`src/rtl/rr_sel_pkg.sv`:
```
// Shared types and constants for the round-robin select arbiter that drives
// the 4:1 mux select.
package rr_sel_pkg;

    localparam int NREQ  = 4;
    localparam int SEL_W = 2;

    typedef enum logic {
        IDLE,
        GRANT
    } rr_state_t;

    typedef logic [SEL_W-1:0] sel_t;

endpackage

```
`src/rtl/rr_sel_pick.sv`:
```
// Combinational round-robin picker: rotates req so that ptr sits at bit 0,
// finds the lowest set bit, then rotates the result back into an index.
module rr_sel_pick
    import rr_sel_pkg::*;
(
    input  logic [3:0] req,
    input  sel_t       ptr,
    output logic       any,
    output sel_t       win
);

    logic [3:0] rot;
    sel_t       off;

    always_comb begin
        rot = 4'b0000;
        off = '0;
        for (int i = 0; i < 4; i++) begin
            rot[i] = req[ptr + sel_t'(i)];
        end
        // Descending scan, so the lowest set bit (closest to ptr) wins.
        for (int i = 3; i >= 0; i--) begin
            if (rot[i]) begin
                off = sel_t'(i);
            end
        end
        any = |req;
        win = ptr + off;
    end

endmodule

```
`src/rtl/rr_sel_arbiter.sv`:
```
// Round-robin arbiter for four requesters feeding a 4:1 mux select.
// Optional feature: define RR_SEL_HOLD_LIMIT_EN to cap an owner's tenure at HOLD_MAX cycles.
module rr_sel_arbiter #(
    parameter int NREQ     = 4,
    parameter int HOLD_MAX = 8,
    parameter int CNT_W    = 4
) (
    input  logic       clk,
    input  logic       rst_n,
    input  logic [3:0] req,
    output logic [3:0] gnt,
    output logic [1:0] sel,
    output logic       busy
);

    import rr_sel_pkg::*;

    generate
        if (NREQ != 4) begin : g_bad_nreq
            $error("rr_sel_arbiter: NREQ must be 4");
        end
        if (CNT_W < $clog2(HOLD_MAX + 1)) begin : g_bad_cnt_w
            $error("rr_sel_arbiter: CNT_W too narrow for HOLD_MAX");
        end
    endgenerate

    rr_state_t state, state_n;
    sel_t      ptr, ptr_n;
    sel_t      sel_n;
    logic      any;
    sel_t      win;
    logic      force_rot;

    rr_sel_pick u_pick (
        .req (req),
        .ptr (ptr),
        .any (any),
        .win (win)
    );

`ifdef RR_SEL_HOLD_LIMIT_EN
    logic [CNT_W-1:0] hold_cnt, hold_n;
    logic             others;

    always_comb begin
        others    = |(req & ~(4'b0001 << sel));
        force_rot = (hold_cnt == CNT_W'(HOLD_MAX)) && others;
    end

    always_ff @(posedge clk or negedge rst_n) begin
        if (!rst_n) begin
            hold_cnt <= '0;
        end else begin
            hold_cnt <= hold_n;
        end
    end
`else
    assign force_rot = 1'b0;
`endif

    // ptr always sits one past the current owner, so a forced rotation can
    // never pick the owner again while anyone else is waiting.
    always_comb begin
        state_n = state;
        ptr_n   = ptr;
        sel_n   = sel;
`ifdef RR_SEL_HOLD_LIMIT_EN
        hold_n  = hold_cnt;
`endif
        case (state)
            IDLE: begin
                if (any) begin
                    state_n = GRANT;
                    sel_n   = win;
                    ptr_n   = win + sel_t'(1);
`ifdef RR_SEL_HOLD_LIMIT_EN
                    hold_n  = CNT_W'(1);
`endif
                end
            end
            GRANT: begin
                if (req[sel] && !force_rot) begin
`ifdef RR_SEL_HOLD_LIMIT_EN
                    if (hold_cnt != CNT_W'(HOLD_MAX)) begin
                        hold_n = hold_cnt + CNT_W'(1);
                    end
`endif
                end else if (any) begin
                    sel_n   = win;
                    ptr_n   = win + sel_t'(1);
`ifdef RR_SEL_HOLD_LIMIT_EN
                    hold_n  = CNT_W'(1);
`endif
                end else begin
                    state_n = IDLE;
                end
            end
            default: begin
                state_n = IDLE;
            end
        endcase
    end

    always_ff @(posedge clk or negedge rst_n) begin
        if (!rst_n) begin
            state <= IDLE;
            ptr   <= '0;
            sel   <= '0;
        end else begin
            state <= state_n;
            ptr   <= ptr_n;
            sel   <= sel_n;
        end
    end

    // gnt is decoded from registers only, so it stays glitch-free and one-hot.
    always_comb begin
        busy = (state == GRANT);
        gnt  = busy ? (4'b0001 << sel) : 4'b0000;
    end

endmodule
```
`config.mk`:
```
export PLATFORM = sky130hd
export DESIGN_NAME = rr_sel_arbiter
export DESIGN_NICKNAME = d
export VERILOG_FILES = /design/src/rtl/rr_sel_pkg.sv /design/src/rtl/rr_sel_pick.sv /design/src/rtl/rr_sel_arbiter.sv
export SDC_FILE = /design/constraint.sdc
export NUM_CORES = 1
export LEC_CHECK = 0
export BUFFER_PORTS_ARGS = -buffer_cell sky130_fd_sc_hd__clkbuf_2
export CAP_MARGIN = 20
export CORE_AREA = 2 2 39 41
export DETAILED_ROUTE_END_ITERATION = 12
export DIE_AREA = 0 0 41 43
export PLACE_DENSITY_LB_ADDON = 0.25
export SYNTH_ARGS = -nofsm -noshare
export SYNTH_HDL_FRONTEND = slang
export SYNTH_HIERARCHICAL = 1
export SYNTH_SLANG_ARGS = --single-unit
```
`constraint.sdc`:
```
create_clock -name clk -period 5.22 [get_ports clk]
set_clock_uncertainty 0.1 [all_clocks]
set_input_delay 0.522 -clock clk [delete_from_list [all_inputs] [get_ports clk]]
set_output_delay 0.522 -clock clk [all_outputs]
set_load 0.01 [all_outputs]
```
After elaboration in Yosys (flattened, before gate mapping)
Cells that the tools add are included.
{ "word_totals": {"register_bits": 5, "latch_bits": 0, "ramBits": 0, "romBits": 0, "inputBits": 6, "out_inout_bits": 7, "word_cells": 41, "mem_count": 0} }
{ "op_classes": {"add_sub_neg": 5, "mul": 0, "div": 0, "order_cmp": 5, "n_eq_ne": 1, "shifts": 1, "muxes": 24, "n_bitwise": 1, "n_reduce_logical": 1} }
{ "ops": {"columns": ["op", "count"], "rows": [
  ["$mux W2", 8],
  ["$lt A2 B3 Y1 const B", 5],
  ["$bmux W1 S2", 5],
  ["$pmux W2 S2", 2],
  ["$mux W1", 7],
  ["$add A2 B1 Y2 const B", 2],
  ["$add A2 B2 Y2 const B", 2],
  ["$mux W4", 1],
  ["$reduce_or A4 Y1", 1],
  ["$shl A1 B2 Y4 const A", 1],
  ["$add A2 B2 Y2", 1],
  ["$ne A2 B2 Y1 const B", 1],
  ["$pmux W1 S2", 1],
  ["$not A1 Y1", 1]
]} }

Longest topological paths before layout
Gate-level depths: netlist of the first run.
{ "logic_depth": {"ltp_word": 12, "depth_mapped": 10, "mapped_depth_nobuf": 9} }

Modules after synthesis
The synthesis of the first run kept the hierarchy.
{ "by_module_without_submodules": {"columns": ["module", "n_inst", "cells_per_inst", "area_per_inst_um2", "seq_area_each_um2"], "rows": [
  ["rr_sel_arbiter", 1, 28, 284.0, 125.1],
  ["rr_sel_pick", 1, 25, 166.4, 0.0]
]} }

Worst setup path before layout of the first run
OpenSTA, ideal clock, no wires.
{ "synth_path": {"kind": "input to register", "start": "input req[0]", "end": "register ptr[1]", "setup_time_ps": 125, "arrival_time_ps": 1843, "t_required_ps": 4995, "setup_slack_ps": 3152, "stages": 9, "n_path_buf": 0, "cell_sequence": "nor2_1 -> a2bb2oi_1 -> o211ai_1 -> o21a_1 -> ha_1 -> xnor2_1 -> xnor2_1 -> xor2_1 -> mux2_4"} }
{ "synth_via": {"elab_chain_len": 11, "elab_cells_between_ends": 21, "cone_classes": "add/sub: 2; eq/ne: 1; mux: 17; reduce/logical: 1"} }
{ "synth_lines": {"columns": ["item", "line", "text"], "rows": [
  ["from (decl)", "rr_sel_arbiter.sv:10", "input logic [3:0] req,"],
  ["$bmux W1 S2", "rr_sel_pick.sv:19", "rot[i] = req[ptr + sel_t'(i)];"],
  ["$mux W1 (not written as such)", "rr_sel_pick.sv:19", null],
  ["$mux W2 (3 in a row)", "rr_sel_pick.sv:23", "if (rot[i]) begin"],
  ["$mux W2 *", "rr_sel_pick.sv:23", null],
  ["$add A2 B2 Y2 *", "rr_sel_pick.sv:28", "win = ptr + off;"],
  ["net win[1]", "rr_sel_arbiter.sv:31", "sel_t win;"],
  ["$add A2 B1 Y2 *", "rr_sel_arbiter.sv:75, rr_sel_arbiter.sv:90", null],
  ["$mux W2 *", "rr_sel_arbiter.sv:72, rr_sel_arbiter.sv:88", null],
  ["$mux W2", "rr_sel_arbiter.sv:82", "if (req[sel] && !force_rot) begin"],
  ["$pmux W2 S2 *", "rr_sel_arbiter.sv:70", "case (state)"],
  ["to (signal assigned)", "rr_sel_arbiter.sv:111", "ptr <= ptr_n;"],
  ["to (decl)", "rr_sel_arbiter.sv:28", "sel_t ptr, ptr_n;"]
]} }
The timed path passes the listed nets; every way through them passes the cells marked *. The select of a mux whose other input is x is not followed.
A chain may end at the register's enable or synchronous reset.

Worst setup path after layout of the first run
Same ends and word-level chain as after synthesis.

==> flow_summary_export.csv, run 1 <==
group,metric,value,unit
drt,drc,0,
global_routing,grt_pass1_wl,1560,um
clock_tree,clk_latency,240,ps
clock_tree,h-tree-depth,1,
drt,routed_wl,974,um
sta,worst_slew_pin_slew,323,ps
final_layout,layout.nets,77,
clock_tree,tritoncts,"done",
min_path,min_path_type,"reg2reg",
sta,slew_headroom,77.8,%
sta,post-route-period-util,41.0,%
sta,hold_slack,483,ps
final_layout,final_common_cell,"clkbuf_2",
global_routing,grt_pass1_vias,346,
place,portBuffers,12,
synth,synth.cell_area,450,um^2
sta,max_freq,0.467,GHz
critical_path,setup.worst_path.end_class,"flip-flop",
die,fp.dieH,43,um
drt,vias,435,
synth,synthTopCellsByArea,"dfrtp_1 (28%), mux2i_1 (6.7%), mux2_4 (6.7%), nor2_1 (5.8%), nand2_1 (5.0%)",
critical_path,arrival,2170,ps
synth,synth_cell_type_count,25,
die,initial_core_util,32.5,%
sta,hold_viol_final,0,
critical_path,required,5240,ps
sta,finalSetupViolCount,0,
power,leakage,0.262,nW
synth,yosys_warnings,6,
final_layout,antennaDiodeCount,0,
sta,fin_crit,2140,ps
die,core_area,1380,um^2
die,io_pins,13,
final_layout,drive_gt1_share,29.0,%
global_routing,grt_start_max_net_pins,9,
clock_tree,hold_buffers,1,
drt,dr.pass1.iters,4,
run,cap_viol_max_count,0,
critical_path,r2r_cells,9,
sta,rsz0062_at_grt,"false",
final_layout,area_delta_synth_final,24.7,%
drt,drtIter0Drc,11,
clock_tree,cts_sinks,5,
power,p_per_area,635,nW/um^2
critical_path,cp-start-kind,"primary input",
synth,ys_ff_latch,5,
die,die_area,1760,um^2
clock_tree,cts_resized,0,
place,hpwl,755,um
critical_path,critPathKind,"in2reg",
global_routing,grt.total_usage,12.9,%
clock_tree,root_buffer,"clkbuf_4",
critical_path,path_max_fanout,8,
clock_tree,clockBufferDepth,2,
die,floorplan.rows,14,
final_layout,layout_common_cells,"clkbuf_2 (12), nor2_1 (7), nand2_1 (6)",
sta,fin_tns_setup,0,ps
global_routing,grt_overflow,0,
clock_tree,numCtsBuffers,3,
global_routing,grt_antenna_before_repair,0,
drt,routedWlPerCell,11.5,um
status,outcome,"complete, no violations",
synth,seq_area_frac_synth,27.8,%
drt,final_antenna_net_count,0,
sta,slew_viol_final,0,
die,die_x,41,um
clock_tree,clkTransAtPathRegs,50,ps
synth,yosysTopAreaCell,"dfrtp_1",
place,gp_congestion,0.726,
power,vdd_drop_max,0.280,mV
synth,syn_nets,60,
drt,drt-vias-per-instance,5.12,
clock_tree,cts_setup_buffers,0,
synth,yosysTopAreaCellShare,27.8,%
min_path,min_delay_path_depth,2,
synth,synth_cells,53,
synth,syn_area_per_cell,8.50,um^2
critical path: stages:
cell	delay [ps]
clkbuf_2	150
nor2_1	160
a2bb2oi_1	170
o211ai_1	100
o21a_1	130
ha_1	180
xnor2_1	130
xnor2_1	250
xor2_1	110
mux2_4	270
Yosys cell counts:
library cell	instances
a32oi_1	1
nor2b_1	2
o221ai_1	1
o22ai_1	2
o221ai_2	1
buf_2	1
ha_1	1
mux2_2	1
o2bb2ai_1	1
o21a_1	1
mux2_4	2
or2_1	1
nor3_1	1
nor2_1	7
xor2_1	1
nand2b_1	1
or2b_2	1
nand2_1	6
dfrtp_1	5
mux2i_1	3
inv_1	4
a2bb2oi_1	1
o211ai_1	3
xnor2_1	2
a21oi_1	3
per-stage QoR:
step	area, um^2	util, %	power [mW]	cells	setup WS [ps]
4_1_cts	562	40.6	0.360	85	3080
3_5_place_dp	526	38.0	0.313	80	2840
3_3_place_gp	526	38.0	0.310	80	2870
2_1_floorplan	450	-	0.259	53	3150
6_report	562	40.6	0.357	85	3080
5_1_grt	562	40.6	0.395	85	2860
where the power goes:
part	internal (mW)	leakage [nW]	switching [mW]
Clock	0.0289	0.0150	0.0153
Combinational	0.115	0.192	0.108
Sequential	0.0577	0.0557	0.0317
registers in the layout (all words and copies together) (netlist names):
name / flops
sel: 2
busy: 1
ptr: 2
layer usage:
layer,vias up,part of all wire [%],wire [um],GRT usage (%)
met3,0,3.5,34,6.28
met4,0,0,0,2.00
met5,-,0,0,0
met2,10,45,438,16.6
met1,200,52,502,19.7
li1,225,-,-,-
kinds of logic (layout without fill, tap and decap cells):
group	Yosys count	after routing	synth area share, %
AND/OR/NAND/NOR	19	19	19.4
AO/OA/AOI/OAI	14	14	23.9
multiplexers	6	6	15.8
flip-flops	5	5	27.8
buffers and inverters	5	21	4.44
XOR/XNOR	3	3	5.83
adder cells (fa/ha/maj)	1	1	2.78
area by class of cell:
| type | instances | area (um^2) |
|---|---|---|
| fill | 142 | 822 |
| tap | 16 | 20.0 |
| timing repair buffer | 13 | 70.1 |
| sequential | 5 | 125 |
| multi-input combinational | 43 | 305 |
| inverter | 4 | 15.0 |
| clock buffer | 4 | 26.3 |
path summary, 6_finish.rpt:
| path | to | slack, ps | from |
|---|---|---|---|
| setup / recovery | ptr[1] | 3080 | req[0] |
| hold / removal | sel[0] | 480 | sel[0] |
| setup reg to reg | ptr[1] | 3090 | ptr[1] |
| hold reg to reg | sel[0] | 480 | sel[0] |
| max in group asynchronous | sel[0] | 4340 | rst_n |
| min in group asynchronous | ptr[1] | 530 | rst_n |
Note: power is estimated with default switching activity, not from simulation.
==> inputs of run 2 (changes only) <==
- clock period: 5.22 -> 2.13 ns (I/O delays scaled with it)
==> run 2 against run 1 <==
Sequential power grew 150%. Worst setup slack got worse by 2900 ps. Cell count rose by 5.9%. First-iteration DRC count is 73% lower. Design area rose by 8.0%. Die area is the same. Critical path depth decreased by 2. Combinational power rose to 2.7 times the previous value. Register-to-register slack lost 2900 ps. Non-clock buffer count grew 5. Critical path type is now reg2reg. Largest power group unchanged.
==> flow_summary_export.csv, run 2 (synthesis gave the netlist of run 1 again) <==
group,metric,value,unit
drt,vias,437,
power,p_seq_share,24.1,%
critical_path,cp-start-kind,"flip-flop",
critical_path,path_max_fanout,8,
sta,worst_slew_pin_slew,315,ps
sta,fin_crit,1990,ps
final_layout,final_common_cell,"clkbuf_2",
die,fp.dieH,43,um
clock_tree,clockBufferDepth,2,
final_layout,multi_input_area,312,um^2
drt,drt-vias-per-instance,4.86,
final_layout,final-seq-area,126,um^2
power,vdd_drop_max,0.750,mV
die,core_area,1380,um^2
drt,routed_wl,1040,um
sta,slew_viol_final,0,
power,swShare,42.9,%
place,portBuffers,12,
power,p_per_area,1520,nW/um^2
sta,finalSetupViolCount,0,
min_path,min_path_type,"in2async",
drt,dr.pass1.iters,2,
drt,final_antenna_net_count,0,
power,leakage,0.286,nW
clock_tree,numCtsBuffers,3,
sta,max_freq,0.503,GHz
final_layout,drive_gt1_share,37.8,%
clock_tree,clk_latency,240,ps
place,hpwl,813,um
final_layout,area_delta_synth_final,34.7,%
status,outcome,"complete, no violations",
die,floorplan.rows,14,
clock_tree,tritoncts,"done",
die,die_area,1760,um^2
die,die_x,41,um
sta,hold_viol_final,0,
clock_tree,root_buffer,"clkbuf_4",
global_routing,grt.total_usage,15.1,%
final_layout,layout.nets,82,
sta,slew_headroom,78.4,%
place,gp_congestion,0.689,
global_routing,grt_overflow,0,
critical_path,setup.worst_path.end_class,"flip-flop",
clock_tree,clkTransAtPathRegs,40,ps
sta,worst_slack,141,ps
critical_path,critPathKind,"reg2reg",
sta,fin_tns_setup,0,ps
power,p_int,525,uW
sta,hold_slack,221,ps
global_routing,grt_antenna_before_repair,0,
drt,drc,0,
power,power.total,920,uW
clock_tree,cts_sinks,5,
drt,drtIter0Drc,3,
final_layout,fillers,143,
global_routing,grt_start_max_net_pins,9,
final_layout,layout_common_cells,"clkbuf_2 (12), nor2_1 (7), nand2_1 (5), buf_4 (5)",
sta,rsz0062_at_grt,"false",
clock_tree,h-tree-depth,1,
power,power_switching,395,uW
critical_path,required,2150,ps
die,initial_core_util,32.5,%
power,p_clk_share,11.6,%
final_layout,antennaDiodeCount,0,
run,cap_viol_max_count,0,
sta,post-route-period-util,93.4,%
place,post-place-ws,44.4,ps
global_routing,grt_pass1_vias,428,
drt,routedWlPerCell,11.6,um
critical_path,arrival,2000,ps
die,io_pins,13,
power,p_comb_share,64.3,%
global_routing,grt_pass1_wl,1770,um
[run 2: layout make-up]
type,instances,area share [%]
well taps,16,3.30
clock buffers,4,4.33
repair buffers,18,17.7
flip-flops and latches,5,20.8
inverters,4,2.47
multi-input cells,43,51.3
[run 2: repair_timing]
action / 4_1_cts / 5_1_grt
setup buffers: 0 / 2
hold buffers: 1 / 0
gates resized for setup: 0 / 3
endpoints found under the setup margin: 0 / 2
endpoints found under the hold margin: 5 / 0
[run 2: per-layer routing]
layer  vias up  share of wire [%]  track usage (%)
li1        232                  -                -
met5         -                  0                0
met4         0                  0             8.00
met1       199                 47             19.9
met2         6                 50             21.3
met3         0                2.9             4.71
[run 2: critical path: stages, from the launching register on]
cell	delay, ps
dfrtp_2	460
a2bb2oi_1	170
o211ai_1	100
o21a_1	130
ha_1	180
xnor2_1	130
xnor2_1	230
xor2_1	100
mux2_4	270
[run 2: path summary, 6_finish.rpt]
path / startpoint / endpoint / slack, ps / cells past startpoint
min in group clk: req[0] / busy / 320 / 5
worst min-delay path: rst_n / sel[1] / 220 / 2
worst max register to register: ptr[1] / ptr[1] / 140 / 8
max in group asynchronous: rst_n / ptr[1] / 1560 / 2
worst min register to register: sel[0] / sel[0] / 490 / 2
worst max-delay path: ptr[1] / ptr[1] / 140 / 8
[run 2: through the flow]
step                      std cells  utilization (%)  cell area [um^2]
after floorplan                  53                -               450
final                            90             43.9               607
after global routing             90             43.9               607
after global placement           83             39.6               548
after detailed placement         83             39.6               548
after CTS                        88             42.2               584
[run 2: power groups by stage]
stage | clock network (mW) | logic, mW | registers, mW
global placement | 0 | 0.549 | 0.218
CTS | 0.111 | 0.564 | 0.220
floorplan | 0 | 0.437 | 0.198
finish | 0.107 | 0.592 | 0.221
detailed placement | 0 | 0.559 | 0.221
global route | 0.117 | 0.665 | 0.234
